File: src/rtl/dma_channel_sb_if.sv
// Bus bundle for the Sound Blaster DMA channel: I/O register port, memory
// read port, consumer toggle handshake and terminal-count pulse.
// The master side is the host/system environment; the slave side is the channel.
interface dma_channel_sb_if;
    // I/O register access (toggle strobes)
    logic [11:0] port;
    logic [7:0]  iodin;
    logic [7:0]  iodout;
    logic        iowrin;
    logic        iowrout;
    logic        iordin;
    logic        iordout;

    // Memory read port
    logic [19:0] mem_addr;
    logic        mem_req;
    logic        mem_ack;
    logic [7:0]  mem_din;

    // Consumer (DAC path) toggle handshake
    logic [7:0]  dma_dout;
    logic        dma_rdout;
    logic        dma_ackin;

    // Terminal-count pulse
    logic        tc;

    modport master (
        output port, iodin, iowrin, iordin, mem_ack, mem_din, dma_ackin,
        input  iodout, iowrout, iordout, mem_addr, mem_req, dma_dout, dma_rdout, tc
    );

    modport slave (
        input  port, iodin, iowrin, iordin, mem_ack, mem_din, dma_ackin,
        output iodout, iowrout, iordout, mem_addr, mem_req, dma_dout, dma_rdout, tc
    );
endinterface

File: src/rtl/dma_channel_sb.sv
// Single 8237-compatible DMA channel doing memory->I/O read transfers for the
// Sound Blaster DAC. Owns its address/count/page registers and the shared
// mask/mode/flip-flop/status ports; fetches one byte at a time from memory and
// hands it to the consumer over a toggle handshake.
module dma_channel_sb #(
    parameter int          CHANNEL   = 1,
    parameter logic [11:0] PAGE_PORT = 12'h083
) (
    input logic             clk,
    input logic             reset_n,
    dma_channel_sb_if.slave bus
);

    localparam logic [11:0] ADDR_PORT = 12'(2 * CHANNEL);
    localparam logic [11:0] CNT_PORT  = 12'(2 * CHANNEL + 1);
    localparam logic [1:0]  CH_SEL    = 2'(CHANNEL);

    typedef enum logic [1:0] {
        S_IDLE,
        S_FETCH,
        S_OFFER,
        S_UPDATE
    } state_t;

    state_t      state;
    logic        ff;
    logic        mask;
    logic        tc_stat;
    logic [5:2]  mode;        // [5] decrement, [4] autoinit, [3:2] transfer type
    logic [3:0]  page;
    logic [15:0] base_addr;
    logic [15:0] cur_addr;
    logic [15:0] base_cnt;
    logic [15:0] cur_cnt;

    logic        wr_ev;
    logic        rd_ev;
    logic        rd_is_chan;
    logic        ff_after_rd;
    logic [15:0] upd_addr;
    logic [15:0] upd_cnt;
    logic        at_tc;
    logic [7:0]  rd_data;

    assign wr_ev       = bus.iowrin ^ bus.iowrout;
    assign rd_ev       = bus.iordin ^ bus.iordout;
    assign rd_is_chan  = (bus.port == ADDR_PORT) || (bus.port == CNT_PORT);
    // A write in the same cycle as a read sees the flip-flop after the read toggled it.
    assign ff_after_rd = (rd_ev && rd_is_chan) ? ~ff : ff;

    assign upd_addr = mode[5] ? (cur_addr - 16'd1) : (cur_addr + 16'd1);
    assign upd_cnt  = cur_cnt - 16'd1;
    assign at_tc    = (cur_cnt == 16'd0);

    assign bus.mem_addr = {page, cur_addr};

    // Read-data mux for the currently addressed I/O port.
    always_comb begin
        // NOTE: default first so every path assigns rd_data and no latch is inferred.
        rd_data = 8'hFF;
        case (bus.port)
            ADDR_PORT: rd_data = ff ? cur_addr[15:8] : cur_addr[7:0];
            CNT_PORT:  rd_data = ff ? cur_cnt[15:8]  : cur_cnt[7:0];
            12'h008: begin
                rd_data          = 8'h00;
                rd_data[CHANNEL] = tc_stat;
            end
            default:   rd_data = 8'hFF;
        endcase
    end

    // I/O read data and strobe shadows, registered every cycle.
    always_ff @(posedge clk or negedge reset_n) begin
        if (!reset_n) begin
            bus.iodout  <= 8'h00;
            bus.iowrout <= 1'b0;
            bus.iordout <= 1'b0;
        end else begin
            bus.iodout  <= rd_data;
            bus.iowrout <= bus.iowrin;
            bus.iordout <= bus.iordin;
        end
    end

    // Channel registers and transfer FSM; read side effects, then FSM, then writes.
    always_ff @(posedge clk or negedge reset_n) begin
        if (!reset_n) begin
            state         <= S_IDLE;
            ff            <= 1'b0;
            mask          <= 1'b1;
            tc_stat       <= 1'b0;
            mode          <= '0;
            page          <= '0;
            base_addr     <= '0;
            cur_addr      <= '0;
            base_cnt      <= '0;
            cur_cnt       <= '0;
            bus.mem_req   <= 1'b0;
            bus.dma_dout  <= 8'h00;
            bus.dma_rdout <= 1'b0;
            bus.tc        <= 1'b0;
        end else begin
            bus.tc <= 1'b0;

            if (rd_ev) begin
                if (rd_is_chan)           ff      <= ~ff;
                if (bus.port == 12'h008)  tc_stat <= 1'b0;
            end

            case (state)
                S_IDLE: begin
                    if (!mask && mode[3:2] == 2'b10) begin
                        state       <= S_FETCH;
                        bus.mem_req <= 1'b1;
                    end
                end
                S_FETCH: begin
                    if (bus.mem_ack) begin
                        bus.dma_dout  <= bus.mem_din;
                        bus.mem_req   <= 1'b0;
                        bus.dma_rdout <= ~bus.dma_rdout;
                        state         <= S_OFFER;
                    end
                end
                S_OFFER: begin
                    if (bus.dma_ackin == bus.dma_rdout) state <= S_UPDATE;
                end
                S_UPDATE: begin
                    cur_addr <= upd_addr;
                    cur_cnt  <= upd_cnt;
                    if (at_tc) begin
                        bus.tc  <= 1'b1;
                        tc_stat <= 1'b1;
                        if (mode[4]) begin
                            cur_addr <= base_addr;
                            cur_cnt  <= base_cnt;
                        end else begin
                            mask <= 1'b1;
                        end
                    end
                    state <= S_IDLE;
                end
                default: state <= S_IDLE;
            endcase

            // NOTE: non-blocking updates land in statement order, so a byte written
            // here overrides only those bits of an UPDATE value assigned above.
            if (wr_ev) begin
                case (bus.port)
                    ADDR_PORT: begin
                        if (ff_after_rd) begin
                            base_addr[15:8] <= bus.iodin;
                            cur_addr[15:8]  <= bus.iodin;
                        end else begin
                            base_addr[7:0]  <= bus.iodin;
                            cur_addr[7:0]   <= bus.iodin;
                        end
                        ff <= ~ff_after_rd;
                    end
                    CNT_PORT: begin
                        if (ff_after_rd) begin
                            base_cnt[15:8] <= bus.iodin;
                            cur_cnt[15:8]  <= bus.iodin;
                        end else begin
                            base_cnt[7:0]  <= bus.iodin;
                            cur_cnt[7:0]   <= bus.iodin;
                        end
                        ff <= ~ff_after_rd;
                    end
                    PAGE_PORT: page <= bus.iodin[3:0];
                    12'h00C:   ff   <= 1'b0;
                    12'h00D: begin
                        mask    <= 1'b1;
                        ff      <= 1'b0;
                        tc_stat <= 1'b0;
                    end
                    12'h00A: if (bus.iodin[1:0] == CH_SEL) mask <= bus.iodin[2];
                    12'h00F: mask <= bus.iodin[CHANNEL];
                    12'h00B: if (bus.iodin[1:0] == CH_SEL) mode <= bus.iodin[5:2];
                    default: ;
                endcase
            end
        end
    end

endmodule

File: src/flat_wrapper.sv
// flat-port wrapper written by rule: the top's interface ports become plain ports
module dma_channel_sb_flat 
#(
    parameter int          CHANNEL   = 1,
    parameter logic [11:0] PAGE_PORT = 12'h083
)
  (clk, reset_n, bus_port, bus_iodin, bus_iowrin, bus_iordin, bus_mem_ack, bus_mem_din, bus_dma_ackin, bus_iodout, bus_iowrout, bus_iordout, bus_mem_addr, bus_mem_req, bus_dma_dout, bus_dma_rdout, bus_tc);
  dma_channel_sb_if bus_i ();
  input logic clk;
  input logic reset_n;
  input wire logic [$bits(bus_i.port)-1:0] bus_port;
  input wire logic [$bits(bus_i.iodin)-1:0] bus_iodin;
  input wire logic [$bits(bus_i.iowrin)-1:0] bus_iowrin;
  input wire logic [$bits(bus_i.iordin)-1:0] bus_iordin;
  input wire logic [$bits(bus_i.mem_ack)-1:0] bus_mem_ack;
  input wire logic [$bits(bus_i.mem_din)-1:0] bus_mem_din;
  input wire logic [$bits(bus_i.dma_ackin)-1:0] bus_dma_ackin;
  output wire logic [$bits(bus_i.iodout)-1:0] bus_iodout;
  output wire logic [$bits(bus_i.iowrout)-1:0] bus_iowrout;
  output wire logic [$bits(bus_i.iordout)-1:0] bus_iordout;
  output wire logic [$bits(bus_i.mem_addr)-1:0] bus_mem_addr;
  output wire logic [$bits(bus_i.mem_req)-1:0] bus_mem_req;
  output wire logic [$bits(bus_i.dma_dout)-1:0] bus_dma_dout;
  output wire logic [$bits(bus_i.dma_rdout)-1:0] bus_dma_rdout;
  output wire logic [$bits(bus_i.tc)-1:0] bus_tc;
  assign bus_i.port = bus_port;
  assign bus_i.iodin = bus_iodin;
  assign bus_i.iowrin = bus_iowrin;
  assign bus_i.iordin = bus_iordin;
  assign bus_i.mem_ack = bus_mem_ack;
  assign bus_i.mem_din = bus_mem_din;
  assign bus_i.dma_ackin = bus_dma_ackin;
  assign bus_iodout = bus_i.iodout;
  assign bus_iowrout = bus_i.iowrout;
  assign bus_iordout = bus_i.iordout;
  assign bus_mem_addr = bus_i.mem_addr;
  assign bus_mem_req = bus_i.mem_req;
  assign bus_dma_dout = bus_i.dma_dout;
  assign bus_dma_rdout = bus_i.dma_rdout;
  assign bus_tc = bus_i.tc;
  dma_channel_sb #(.CHANNEL(CHANNEL), .PAGE_PORT(PAGE_PORT)) u_core (.clk(clk), .reset_n(reset_n), .bus(bus_i));
endmodule
File: config.mk
export PLATFORM = sky130hd
export DESIGN_NAME = dma_channel_sb_flat
export DESIGN_NICKNAME = d
export VERILOG_FILES = /design/src/rtl/dma_channel_sb_if.sv /design/src/rtl/dma_channel_sb.sv /design/src/flat_wrapper.sv
export SDC_FILE = /design/constraint.sdc
export NUM_CORES = 1
export LEC_CHECK = 0
export BUFFER_PORTS_ARGS = -buffer_cell sky130_fd_sc_hd__buf_4
export CAP_MARGIN = 20
export CORE_AREA = 2 2 103 105
export CTS_CLUSTER_SIZE = 28
export DETAILED_ROUTE_END_ITERATION = 12
export DIE_AREA = 0 0 105 107
export PLACE_DENSITY = 0.78
export SLEW_MARGIN = 20
export SYNTH_ARGS = -nofsm -noshare
export SYNTH_HDL_FRONTEND = slang
export SYNTH_SLANG_ARGS = --single-unit
File: constraint.sdc
create_clock -name clk -period 2.93 [get_ports clk]
set_input_delay 0.586 -clock clk [delete_from_list [all_inputs] [get_ports clk]]
set_output_delay 0.586 -clock clk [all_outputs]
set_load 0.005 [all_outputs]
==> qor.csv <==
stage,metric,value,unit
run_status,status,finished clean,
sta,fin_crit,2.60,ns
worst_setup_path,critical_path.top_delay_family,compound AO/OA/AOI/OAI gates,
clocking,post_cts_buffers,0,
logic_synthesis,yosys.area.top_type,dfrtp_1,
logic_synthesis,muxShareOfSynthArea,6.15,%
floorplan,die_h,107,um
clocking,post_cts_resized,0,
floorplan,fp.dieArea,11200,um2
logic_synthesis,ys_warn_count,0,
floorplan,ioPinCount,75,
worst_setup_path,cp-end-kind,register,
logic_synthesis,syn_area,5690,um2
worst_setup_path,critPathMaxFanout,10,
cells_and_area,layout-drive-gt1-share,19.1,%
worst_setup_path,critPathKind,register to register,
clocking,root_buffer,clkbuf_8,
cells_and_area,finalNetCount,757,
job,maxCapViolations,0,
logic_synthesis,synth_edf_count,0,
cells_and_area,layout_commonest_cell,nand2_1,
logic_synthesis,ys_seq_area_share,43.1,%
floorplan,die_w,105,um
logic_synthesis,synthXorXnorAreaFrac,2.92,%
cells_and_area,fin_util,65.4,%
cells_and_area,design_area,6600,um2
logic_synthesis,synth_top_area_share,42.6,%
route,routed_wl,14800,um
power,p_leak,3.11,nW
place,dp_hpwl,10900,um
floorplan,start_util,56.4,%
clocking,clk_latency,0.37,ns
logic_synthesis,yosys.area_share.simple,21.4,%
global_route,grt_pass1_vias,4869,
route,top_layer_used,met4,
cells_and_area,antenna_cells,0,
route,drt_iter0_markers,346,
route,drt_pass1_iterations,6,
route,vias,5047,
sta,slew_viol_final,0,
global_route,antenna_found_initial,0,
clocking,clk_pin_slew_worst_paths,0.09,ns
logic_synthesis,synthAdderAreaFrac,4.97,%
sta,slew_headroom,49.4,%
logic_synthesis,synth_top_family_by_area,simple AND/OR/NAND/NOR gates,
sta,hold_viol_final,0,
route,wl_met1,6470,um
clocking,clock_path_buffers,2,
sta,fmax,0.385,GHz
power,cellPowerDensity,638,nW/um2
worst_setup_path,cp.buffers_inverters,0,
worst_setup_path,startpoint_type,register,
route,drt.antenna.violating_nets,0,
clocking,cts_buffers,9,
sta,holdWs,0.257,ns
logic_synthesis,syn_nets,683,
clocking,tritoncts,built,
sta,finalCritPeriodShare,88.7,%
sta,setup_viol,0,
clocking,cts.sinks,98,
route,met3RoutedLength,1070,um
sta,skew,0.0106,ns
worst_setup_path,slowest_delay,0.52,ns
cells_and_area,final_cell_mix,"nand2_1 (147), dfrtp_1 (97), buf_4 (89)",
floorplan,rows,37,
route,viasPerCell,5.99,
place,routabilityCongestion,0.945,
cells_and_area,area_growth_syn_to_layout,16.0,%
place,numPortBuffers,74,
logic_synthesis,synth_area_leaders,"dfrtp_1 (43%), nand2_1 (9.7%), ha_1 (4.6%)",
global_route,grt_pass1_wl,24000,um
logic_synthesis,synth_compound_area_share,18.0,%
global_route,grt_max_degree,52,
worst_setup_path,worstPathArrival,2.86,ns
power,ir_drop,0.489,mV
logic_synthesis,synth_seq_cells,98,
logic_synthesis,avgSynthCellArea,9.08,um2
floorplan,core,10100,um2
sta,rsz0062_at_grt,no,
worst_setup_path,worst_ep_required_time,3.19,ns
logic_synthesis,syn_inst,627,
logic_synthesis,synth-main-ff-cell,dfrtp_1,
route,wl_met2,6860,um
sta,setup_tns,0,ns
global_route,overflow,0,
global_route,grt_usage,27.1,%
sta,worst_pin_slew,0.759,ns
worst_setup_path,slowest_stage,dfrtp_1,
place,place_area,6420,um2
hold_path,hp-class,primary input to async pin,
route,drc,0,
logic_synthesis,synthArstFlopShare,100,%
route,wl_per_cell,17.6,um
clocking,hold_buffers,0,
worst_setup_path,path_cells,fa_1 > a211oi_1 > o21ai_1 > nand2b_1 > a31oi_1 > a311oi_2 > xnor2_1 > o31a_1,
logic_synthesis,ys_types,63,
clocking,htreeDepth,3,
-- stage by stage --
step,total power [W],worst slack (ns),cells
detailed placement,0.00337,0.369,826
global placement,0.00331,0.452,826
finish,0.00421,0.331,842
floorplan,0.00272,0.536,627
global route,0.00447,0.0727,842
CTS,0.00423,0.358,842
-- path summary, 6_finish.rpt --
| path | start | end | cells past startpoint | slack [ns] |
|---|---|---|---|---|
| min reg2reg | u_core.base_addr[2]$_DFFE_PN0P_ | u_core.base_addr[2]$_DFFE_PN0P_ | 2 | 0.47 |
| min | reset_n | u_core.cur_cnt[3]$_DFF_PN0_ | 1 | 0.26 |
| max reg2reg | u_core.mode[5]$_DFFE_PN0P_ | u_core.cur_addr[14]$_DFF_PN0_ | 8 | 0.33 |
| max | u_core.mode[5]$_DFFE_PN0P_ | u_core.cur_addr[14]$_DFF_PN0_ | 8 | 0.33 |
| max in group asynchronous | reset_n | u_core.mask$_DFF_PN1_ | 2 | 1.99 |
| min in group clk | bus_iordin | u_core.bus.iordout$_DFF_PN0_ | 1 | 0.33 |
-- cells by family (layout without fill, tap and decap cells) --
| kind of cell | after synthesis | in the layout |
|---|---|---|
| AOI/OAI and AO/OA | 158 | 158 |
| buffers and inverters | 44 | 123 |
| DFF | 98 | 98 |
| adders and majority gates | 22 | 22 |
| muxes | 33 | 33 |
| and+or+nand+nor | 253 | 253 |
| xor gates and xnor gates | 19 | 19 |
-- area by class of cell --
class                           count  area (um2)
Fill cell                         841        3490
Multi-Input combinational cell    485        3040
Sequential cell                    98        2450
Timing Repair Buffer               90         688
Tap cell                          136         170
Clock buffer                       11         131
Inverter                           17        63.8
Clock inverter                      5        55.1
-- where the power goes --
group	switching (W)	internal (W)	leakage, nW
Sequential	0.000265	0.00155	1.14
Combinational	0.000796	0.000731	1.89
Clock	0.000473	0.000393	0.0893
Total	0.00153	0.00268	3.11
-- per-layer routing --
metal / up-vias / GRT usage [%]
met3: 38 / 5.35
met4: 0 / 11.3
li1: 2377 / -
met1: 2424 / 36.6
met5: - / 0
met2: 208 / 43.0
-- state kept, by name, indices dropped and copies added (netlist names) --
signal and count:
u_core.bus.iowrout 1, u_core.state 2, u_core.tc_stat 1, u_core.mode 4
u_core.bus.dma_dout 8, u_core.bus.dma_rdout 1, u_core.cur_addr 16, u_core.ff 1
u_core.base_cnt 16, u_core.bus.iordout 1, u_core.cur_cnt 16, u_core.bus.mem_req 1
u_core.bus.iodout 8, u_core.bus.tc 1, u_core.page 4, u_core.base_addr 16
u_core.mask 1
-- Yosys cell counts, drive strengths merged (2+ instances only) --
master	n
nand2	149
nand4	9
or3	3
mux2	16
a21oi	30
a21o	6
o211a	3
a31o	2
nand2b	7
a31oi	9
nor3	14
nor2b	6
nor4	4
o221ai	9
inv	17
nand3	9
o31ai	3
o21ai	53
nor2	31
nor3b	4
xnor2	12
nor4b	3
a311o	2
a211o	6
o21a	6
ha	21
clkbuf	14
dfrtp	97
a211oi	5
and3	7
and2	3
o22ai	5
xor2	7
mux2i	17
buf	13
o211ai	8
Note: power is estimated with default switching activity, not from simulation.
